==> config.mk <==
export PLATFORM = sky130hd
export DESIGN_NAME = prog_loader
export DESIGN_NICKNAME = d
export VERILOG_FILES = /design/src/rtl/prog_loader_pkg.sv /design/src/rtl/prog_loader.sv
export SDC_FILE = /design/constraint.sdc
export NUM_CORES = 1
export LEC_CHECK = 0
export CAP_MARGIN = 5
export CORE_MARGIN = 10
export CORE_UTILIZATION = 46
export CTS_BUF_LIST = sky130_fd_sc_hd__clkbuf_8
export DETAILED_ROUTE_END_ITERATION = 7
export GPL_ROUTABILITY_DRIVEN = 0
export GPL_TIMING_DRIVEN = 1
export PLACE_DENSITY_LB_ADDON = 0.12
export SETUP_SLACK_MARGIN = 0.15
export SYNTH_ARGS = -nofsm -noshare
export SYNTH_HDL_FRONTEND = slang
export SYNTH_SLANG_ARGS = --single-unit
export TNS_END_PERCENT = 20
==> constraint.sdc <==
create_clock -name clk -period 2.2 [get_ports clk]
set_input_delay 0.66 -clock clk [delete_from_list [all_inputs] [get_ports clk]]
set_output_delay 0.66 -clock clk [all_outputs]
set_load 0.05 [all_outputs]
==> src/rtl/prog_loader_pkg.sv <==
// prog_loader_pkg: state encoding and length-header decode shared by the boot loader.
package prog_loader_pkg;
  typedef enum logic [2:0] {
    LEN_HI  = 3'd0,
    LEN_LO  = 3'd1,
    DATA_HI = 3'd2,
    DATA_LO = 3'd3,
    WRITE   = 3'd4,
    DONE    = 3'd5,
    ERR     = 3'd6
  } state_t;
  localparam int LEN_BYTES = 2;
  function automatic state_t len_next(input logic [8*LEN_BYTES-1:0] n, input int unsigned cap);
    return n == '0 ? DONE : 32'(n) > cap ? ERR : DATA_HI;
  endfunction
endpackage

==> src/rtl/prog_loader.sv <==
// prog_loader: streams a length-prefixed big-endian word image into inst memory while holding the cpu.
module prog_loader
  import prog_loader_pkg::*;
#(
  parameter int ADDR_W = 8,
  parameter int DATA_W = 16
) (
  input  logic              clk,
  input  logic              rst,
  input  logic              in_valid,
  input  logic [7:0]        in_byte,
  output logic              in_ready,
  input  logic              reload,
  output logic              mem_wen,
  output logic [ADDR_W-1:0] mem_addr,
  output logic [DATA_W-1:0] mem_wdata,
  output logic              cpu_hold,
  output logic              load_done,
  output logic              err_len,
  output logic [ADDR_W:0]   word_count
);
  state_t state, state_d;
  logic xfer;
  logic [15:0] len;
  logic [7:0] hi;
  logic [ADDR_W-1:0] idx;
  assign in_ready = state inside {LEN_HI, LEN_LO, DATA_HI, DATA_LO};
  assign xfer = in_valid && in_ready;
  always_ff @(posedge clk or negedge rst)
    if (!rst) state <= LEN_HI;
    else state <= state_d;
  always_comb begin
    state_d = state;
    case (state)
      LEN_HI:  state_d = xfer ? LEN_LO : LEN_HI;
      LEN_LO:  state_d = xfer ? len_next({len[15:8], in_byte}, 1 << ADDR_W) : LEN_LO;
      DATA_HI: state_d = xfer ? DATA_LO : DATA_HI;
      DATA_LO: state_d = xfer ? WRITE : DATA_LO;
      WRITE:   state_d = 16'(word_count) + 16'd1 == len ? DONE : DATA_HI;
      DONE:    state_d = reload ? LEN_HI : DONE;
      ERR:     state_d = reload ? LEN_HI : ERR;
      default: state_d = LEN_HI;
    endcase
  end
  // Status outputs are registered from the next state so they line up with the state they describe.
  always_ff @(posedge clk or negedge rst)
    if (!rst) begin
      mem_wen    <= 1'b0;
      mem_addr   <= '0;
      mem_wdata  <= '0;
      cpu_hold   <= 1'b1;
      load_done  <= 1'b0;
      err_len    <= 1'b0;
      word_count <= '0;
      len        <= '0;
      hi         <= '0;
      idx        <= '0;
    end else begin
      mem_wen   <= state_d == WRITE;
      cpu_hold  <= state_d != DONE;
      load_done <= state_d == DONE;
      err_len   <= state_d == ERR;
      if (xfer && state == LEN_HI) len[15:8] <= in_byte;
      if (xfer && state == LEN_LO) len[7:0] <= in_byte;
      if (xfer && state == DATA_HI) hi <= in_byte;
      if (xfer && state == DATA_LO) begin
        mem_addr  <= idx;
        mem_wdata <= {hi, in_byte};
      end
      if (state == WRITE) begin
        idx        <= idx + 1'b1;
        word_count <= word_count + 1'b1;
      end
      if (reload && state inside {DONE, ERR}) begin
        idx        <= '0;
        word_count <= '0;
      end
    end
endmodule

* Word level (Yosys, flattened, before mapping)
Index checks and enable logic that the tools add are counted.
Storage, ports and cells: register bits 72, input bits 12, output and inout bits 38, word-level logic and storage cells 52
Cells by class: $add $sub $neg 3, $lt $le $gt $ge 1, equality and inequality tests 11, multiplexer cells 14, reduce and logical (&&, ||, !) cells 11
Operators by type and width (number):
- $mux 3 | 7
- $pmux 3 s7 | 1
- $eq 3x3->1 const B | 6
- $mux 9 | 2
- $eq 10x16->1 | 1
- $gt 16x9->1 const B | 1
- $logic_not 16->1 | 1
- $mux 8 | 2
- $add 9x1->10 const B | 1
- $add 9x1->9 const B | 1
- $add 8x1->8 const B | 1
- $eq 3x2->1 const B | 2
- $logic_and 1x1->1 | 6
- $reduce_bool 2->1 | 2
- $reduce_bool 4->1 | 1
- $eq 3x1->1 const B | 1
- $logic_not 3->1 | 1
- $ne 3x3->1 const B | 1
- $mux 1 | 2

* Longest topological paths before layout
depth after elaboration 6, gate-level depth with buffers 8, mapped depth without buffers 6

* Worst setup path before layout
OpenSTA, ideal clock, no wires.
path kind reg-to-reg, start reg word_count[1], end reg cpu_hold, data arrival time 2.288 ns, data required time 2.120 ns, setup slack -0.167 ns, cell stages (with the launch flop) 8, path through dfrtp_1 > ha_1 > clkbuf_1 > nand2_1 > nor2_1 > xnor2_1 > or4_1 > o22a_1
On the way: word-level cells in the longest chain between the ends 5
RTL lines:
- start, declared | RTL line prog_loader.sv:20 | output logic [ADDR_W:0] word_count
- start signal, assigned | RTL line prog_loader.sv:72 | word_count <= word_count + 1'b1;
- $add 9x1->10 | RTL line prog_loader.sv:39 | WRITE: state_d = 16'(word_count) + 16'd1 == len ? DONE : DATA_HI;
- $eq 10x16->1 | RTL line prog_loader.sv:39
- $mux 3 | RTL line prog_loader.sv:39
- $pmux 3 s7 | RTL line prog_loader.sv:34 | case (state)
- $ne 3x3->1 | RTL line prog_loader.sv:60 | cpu_hold <= state_d != DONE;
- end signal, assigned | RTL line prog_loader.sv:51 | cpu_hold <= 1'b1;
- end signal, assigned | RTL line prog_loader.sv:60
- end, declared | RTL line prog_loader.sv:17 | output logic cpu_hold,
No other way between the ends. A chain may end at the register's enable or synchronous reset.

* Worst setup path after layout
start in in_byte[0], end reg cpu_hold
On the way: word-level cells in the longest chain between the ends 6, elaborated cells on any way between the ends 7, those cells by class 1 x order compare; 1 x eq/ne; 4 x mux; 1 x reduce/logical
RTL lines:
- start, declared | RTL line prog_loader.sv:11 | input logic [7:0] in_byte,
- $gt 16x9->1 | RTL line prog_loader_pkg.sv:14 | return n == '0 ? DONE : 32'(n) > cap ? ERR : DATA_HI;
- $mux 3 | RTL line prog_loader_pkg.sv:14
- $mux 3 * | RTL line prog_loader_pkg.sv:14
- $mux 3 * | RTL line prog_loader.sv:36 | LEN_LO: state_d = xfer ? len_next({len[15:8], in_byte}, 1 << ADDR_W) : LEN_LO;
- $pmux 3 s7 * | RTL line prog_loader.sv:34
- $ne 3x3->1 * | RTL line prog_loader.sv:60
Every way passes the cells marked *; elsewhere a longest branch is shown, timed or not.

==> results.cfg <==
[worst_setup_path]
path_class = primary input to flop
worstPathMaxFanout = 4
crit_arrival_ns = 2.50
crit_path_start_kind = primary input
required_ns = 2.48
end_kind = flop
rrSetupSlack_ns = 0

[flow_run]
maxCapViolations = 0

[final_layout]
n_antenna_cell = 0
fin_util_pct = 60.9
drive_above_1_share_pct = 38.7
fill_cells = 605
syn_to_final_growth_pct = 30.0
seq_area_sq_mm = 0.00180
final_nets = 373
multi_input_area_sq_mm = 0.00149

[synth]
ys.flop_type = dfrtp_1
yosys.area.top_type = dfrtp_1
ys_warn_count = 0
syn_area_sq_mm = 0.00336
synthArstFlopShare_pct = 100
ys_ff_latch = 72
syn_avg_cell_area_sq_um = 11.9
synth_edf_count = 0
yosysTopAreaCellShare_pct = 52.9
synthesis.instances = 282
ys_types = 50
synthTopCellsByArea = dfrtp_1 (53%), mux2_2 (16%), xor2_1 (2.6%)
ys_seq_area_share_pct = 53.6
postSynthNetCount = 296

[pwr]
power.density_mw_per_mm2 = 1540
intPower_mw = 3.90
p_sw_mw = 2.81
comb_power_share_pct = 46.7
peakVddDrop_mv = 0.880
power_frac_clock_pct = 18.4
p_seq_share_pct = 35.0
swShare_pct = 41.9
power_mw = 6.72
p_leak_nw = 2.00

[sta]
rsz0062_at_grt = true
setup_slack_ns = -0.0197
drv_slew = 0
max-slew-margin-rel_pct = 55.3
tns_ns = -0.0198
finalSetupViolCount = 2
max_freq_mhz = 451
fin_crit_ns = 2.22
hold_violations = 0
final.period_utilization_pct = 101
skew_ns = 0.00690
worst_hold_slack_ns = 0.202
tightest_slew_ns = 0.663

[floorplanning]
io_pins = 50
rows = 31
start_util_pct = 46.8
die_x_microns = 105
die_h_microns = 105
coreArea_sq_mm = 0.00718
die_area_sq_mm = 0.0111

[detailed_routing]
vias = 2467
final_antenna_net_count = 0
first_pass_iters = 4
viasPerCell = 5.33
drc = 0
wirelength_microns = 7670
drtIter0Drc = 115
wire_per_inst_microns = 16.6

[outcome]
status = finished with violations
violations = negative setup slack

[clock_tree]
cts.sinks = 72
cts-root-buf = clkbuf_8
cts_inserted_buffers = 9
cts_max_level = 3
clk_latency_ns = 0.34
clkTransAtPathRegs_ns = 0.08
cts_tree = built
clock_path_buffers = 2

[placed_design]
portBuffers = 49
dpl_worst_slack_ns = -0.663
hpwl_microns = 5590

[global_route]
track_usage_pct = 14.3
grt_pass1_vias = 2534
grt_pass1_wl_microns = 13000
overflow = 0
antenna_found_initial = 0
grt_max_degree = 61

[hold_path]
hold_path_class = primary input to asynchronous set/reset pin
==> layout by cell type, fill, tap and decap left out, types with 3 or more instances in the layout <==
cell type,instances
dfrtp_1,70
buf_4,53
mux2_2,48
nor2_1,19
nand2_1,14
dlygate4sd2_1,14
o21ai_0,13
clkbuf_8,12
xor2_1,10
xnor2_1,9
a21oi_1,7
nand3_1,7
inv_1,6
nand4_1,5
and3_1,4
nor3_1,4
buf_12,4
or4_4,3
or4_1,3
o21a_1,3
o41ai_1,3
clkdlybuf4s15_1,3
clkbuf_2,3
==> metrics by stage <==
step	instance area, sq um	cells
2_1_floorplan	3370	282
3_3_place_gp	4110	445
3_5_place_dp	4110	445
4_1_cts	4360	462
5_1_grt	4370	463
6_report	4370	463
==> routing by layer <==
metal	routed length, microns	vias to the layer above	track usage [%]
met3	381	10	4.57
met2	3690	49	22.4
met1	3490	1237	18.5
li1	-	1171	-
met4	107	0	4.51
met5	0	-	0
==> critical path: stages <==
cell and delay (ns):
clkdlybuf4s15_1 0.20, or4_4 0.53, o21a_1 0.18, o41a_1 0.44, a211oi_4 0.29, o22a_1 0.19
==> state kept, by name, indices dropped and copies added, names as in the netlist <==
signal	flops
idx	8
cpu_hold	1
len	16
word_count	9
state	3
mem_wen	1
hi	8
load_done	1
mem_wdata	16
err_len	1
mem_addr	8
==> repair_timing <==
action	in CTS	in global routing
hold buffers	0	0
gates cloned	0	0
endpoints found under the setup margin	18	6
buffers inserted	1	1
pin swaps	10	6
gates resized for setup	26	9
==> cell families after synthesis <==
group	after synthesis	share of synthesized area, %
and+or+nand+nor	73	11.8
AOI/OAI and AO/OA	46	9.46
adders and majority gates	2	0.744
buffers and inverters	22	3.28
DFF	72	53.6
xor gates and xnor gates	19	4.95
muxes	48	16.1
==> worst paths after layout <==
check	from	endpoint	cells past startpoint
max	in_byte[0]	cpu_hold$_DFF_PN1_	6
min	rst	word_count[8]$_DFFE_PN0P_	1
max reg2reg	len[11]$_DFFE_PN0P_	cpu_hold$_DFF_PN1_	5
min reg2reg	mem_wdata[4]$_DFFE_PN0P_	mem_wdata[4]$_DFFE_PN0P_	1
max in group asynchronous	rst	cpu_hold$_DFF_PN1_	2
min in group clk	mem_wdata[4]$_DFFE_PN0P_	mem_wdata[4]$_DFFE_PN0P_	1
==> area by class of cell <==
cell class,count,share of cell area (%)
Clock buffer,12,3.78
Timing Repair Buffer,82,15.9
Multi-Input combinational cell,188,34.0
Sequential cell,72,41.3
Tap cell,99,2.84
Clock inverter,4,1.69
Inverter,6,0.515
==> power by group through the flow <==
stage                     clock [mW]  combinational (mW)  sequential (mW)
final                           1.23                3.14             2.35
after global routing            1.33                3.37             2.43
after CTS                       1.28                3.15             2.35
after detailed placement           0                3.19             2.38
after global placement             0                3.15             2.37
after floorplan                    0                1.35             3.19
==> cells in the mapped netlist (2+ instances only) <==
library cell,n
xnor2_1,9
dfrtp_1,71
buf_2,4
o21a_1,3
nand2b_1,2
or4_2,2
nor4_1,2
o21ai_0,14
nand4_1,5
xor2_1,10
nor2_1,19
and3_1,4
inv_1,6
a21oi_1,7
ha_1,2
o31ai_1,2
clkbuf_1,9
nand2_1,14
nand3_1,7
nor3_1,4
mux2_2,48
o22ai_1,3
or4_1,3
buf_6,3
o41ai_1,3
nor2b_1,2
Power figures use the tool's default switching activity.
==> RTL change (config.mk and constraints unchanged) <==
`ADDR_W`: 8 -> 7.
--- a/src/rtl/prog_loader.sv
+++ b/src/rtl/prog_loader.sv
@@ -2,7 +2,7 @@
 module prog_loader
   import prog_loader_pkg::*;
 #(
-  parameter int ADDR_W = 8,
+  parameter int ADDR_W = 7,
   parameter int DATA_W = 16
 ) (
   input  logic              clk,
Ports: changed (resized mem_addr and word_count); port bits go from 50 to 48. No check against the original RTL was run, so the function may have changed too.
==> RTL change against the unedited design <==
Clock power fell by 19%. Highest routed layer unchanged. Area after synthesis fell by 7.1%. Synthesized cell count fell by 8.9%. Routed wire length fell by 12%. Final area fell by 7.9%. Register-to-register slack improved by 170 ps. Total power fell by 8.7%. Sequential cell count fell by 3. Count of clock-buffer cells in the layout fell by 3. First-iteration DRC count fell by 52%. Worst hold slack improved by 110 ps. Setup slack improved by 170 ps.
==> RTL change: results (changes against the unedited design) <==
Clock network
  – Clock Tree Root: clkbuf_8 (unchanged)
  – Setup Fix Bufs, Post-CTS: 0 (was 1)
  – Clock buffer count from CTS: 9 (unchanged)
  – Maximum level of the CTS H-tree: 3 (unchanged)
  – Clock edge transition at the registers on the reported setup and hold paths: 80 ps (about the same)
  – Number of buffers between clock root and the deepest sink: 2 (unchanged)
  – Worst-skew pair later-pin latency: 340 ps (about the same)

Logic synthesis
  – Most frequent cells after synthesis: dfrtp_1 (68), mux2_2 (46), nand2_1 (18), o21ai_0 (16), nor2_1 (14) (was dfrtp_1 (71), mux2_2 (48), nor2_1 (19), nand2_1 (14), o21ai_0 (14))
  – Post-synthesis cell type count: 48 (was 50)
  – Main area contributors after synthesis: dfrtp_1 (54%), mux2_2 (17%), o21ai_0 (2.6%) (was dfrtp_1 (53%), mux2_2 (16%), xor2_1 (2.6%))
  – Sequential area share after synthesis: 55.3% (was 53.6%)
  – Post-synthesis async set-or-reset flop share: 100% (unchanged)
  – Post-synth net total: 271 (was 296)
  – Yosys warning total: 0 (unchanged)
  – Mapped Avg Cell Area: 12.2 sq um (was 11.9 sq um)
  – Largest area contributor in the synthesized netlist: dfrtp_1 (unchanged)

Critical path
  – Startpoint of the most critical register-to-register path: len[12]$_DFFE_PN0P_ (was len[11]$_DFFE_PN0P_)
  – Critical path startpoint: in_byte[4] (was in_byte[0])
  – Arrival time at the worst endpoint: 2330 ps (was 2500 ps)
  – Largest fanout on the critical path: 3 (was 4)

Power and ir drop
  – Max rail drop VDD: 0.00100 V (was 0.000880 V)
  – Fraction of power spent switching nets: 42.3% (was 41.9%)
  – Leak Pwr: 0.00182 uW (was 0.00200 uW)

STA
  – Skew final: 8.37 ps (was 6.90 ps)
  – Relative slew slack: 65.7% (was 55.3%)

Placement
  – Number of buffers inserted by port buffering: 47 (was 49)
  – Placed wire-length estimate after detailed placement: 4900 microns (was 5590 microns)
  – Post-placement worst setup slack: -420 ps (was -663 ps)
  – Placed instance count: 392 (was 445)

GRT
  – Initial antenna violation count: 0 (unchanged)
  – Total GRT Usage: 13.9% (was 14.3%)
  – Wire length of the first global-routing pass: 11,500 microns (was 13,000 microns)
  – Largest net degree at the start of global routing: 70 (was 61)
  – Vias in the first global route: 2,291 (was 2,534)

Detailed routing
  – Wire length per cell: 16.5 microns (was 16.6 microns)
  – Vias: 2,218 (was 2,467)
  – DRT iter0 DRCs: 55 (was 115)
  – Number of search-and-repair iterations in the first detailed-routing pass: 4 (unchanged)

Worst hold path
  – Type of the worst min-delay path: in2async (unchanged)

Finish
  – Post-layout nets: 340 (was 373)
  – Layout fillers: 539 (was 605)
  – Share of cells above drive strength 1: 39.3% (was 38.7%)
  – Registers with the most flip-flops: len (16), mem_wdata (16) (was len (16), mem_wdata (16), word_count (9))
  – Post-Layout Cell Count: 408 (was 463)
  – Antenna Diode Count: 0 (unchanged)

Status
  – Result of the run: finished clean (was finished with violations)
==> RTL change: cell types whose count changed after synthesis, sizes merged, moves of 4 or more <==
cell / before / now
xnor2: 9 / 4
nor2: 19 / 14
nand2: 14 / 18
nand3: 7 / 3
or3: 1 / 5
buf: 7 / 1
==> RTL change: critical path: stages <==
cell	delay (ps)
clkdlybuf4s50_1	420
or4_4	530
nor3_4	150
nand3b_1	90
a211o_1	300
o21a_1	180
==> RTL change: power groups by stage <==
stage / logic (uW) / registers [uW] / clock network (uW)
2_1_floorplan: 1230 / 3030 / 0
3_3_place_gp: 2940 / 2250 / 0
3_5_place_dp: 2980 / 2280 / 0
4_1_cts: 2910 / 2260 / 1030
5_1_grt: 3120 / 2340 / 1090
6_report: 2880 / 2250 / 1000
==> RTL change: layer usage <==
metal | track usage [%] | vias to the layer above | routed length (microns)
met3 | 4.72 | 10 | 405
met1 | 18.6 | 1097 | 3200
met5 | 0 | - | 0
met2 | 19.9 | 44 | 3040
met4 | 6.40 | 0 | 102
li1 | - | 1067 | -
==> RTL change: cell families after synthesis <==
| group | count (synthesis) | synth area share [%] |
|---|---|---|
| AOI/OAI and AO/OA | 43 | 9.34 |
| xor gates and xnor gates | 13 | 3.65 |
| adders and majority gates | 2 | 0.801 |
| buffers and inverters | 15 | 1.84 |
| DFF | 69 | 55.3 |
| muxes | 46 | 16.6 |
| and+or+nand+nor | 69 | 12.5 |
==> RTL change: timing repair <==
action / in CTS / in global routing
pin swaps: 8 / 0
endpoints found under the setup margin: 20 / 6
resized for setup: 20 / 1
==> RTL change: final timing paths <==
path | to | slack (ps) | cells after the start
max in group asynchronous | cpu_hold$_DFF_PN1_ | 1540 | 2
min in group clk | mem_addr[2]$_DFFE_PN0P_ | 500 | 1
worst max register to register | cpu_hold$_DFF_PN1_ | 170 | 5
worst max-delay path | cpu_hold$_DFF_PN1_ | 150 | 6
worst min-delay path | word_count[6]$_DFFE_PN0P_ | 320 | 2
worst min register to register | mem_addr[2]$_DFFE_PN0P_ | 500 | 1
==> RTL change: per-stage QoR <==
step	area (sq um)	TNS, ps	total power [uW]	hold WS [ps]
final	4020	0	6130	316
after global routing	4020	0	6540	346
after CTS	4020	0	6200	340
after detailed placement	3830	-2220	5260	490
after global placement	3830	-2120	5190	482
after floorplan	3140	0	4260	364
==> RTL change: final cells by class <==
type,instances,area share [%]
multi-input cells,173,34.3
well taps,77,2.39
flip-flops and latches,69,43.0
clock inverters,7,1.68
inverters,3,0.280
clock buffers,9,3.08
repair buffers,70,15.2
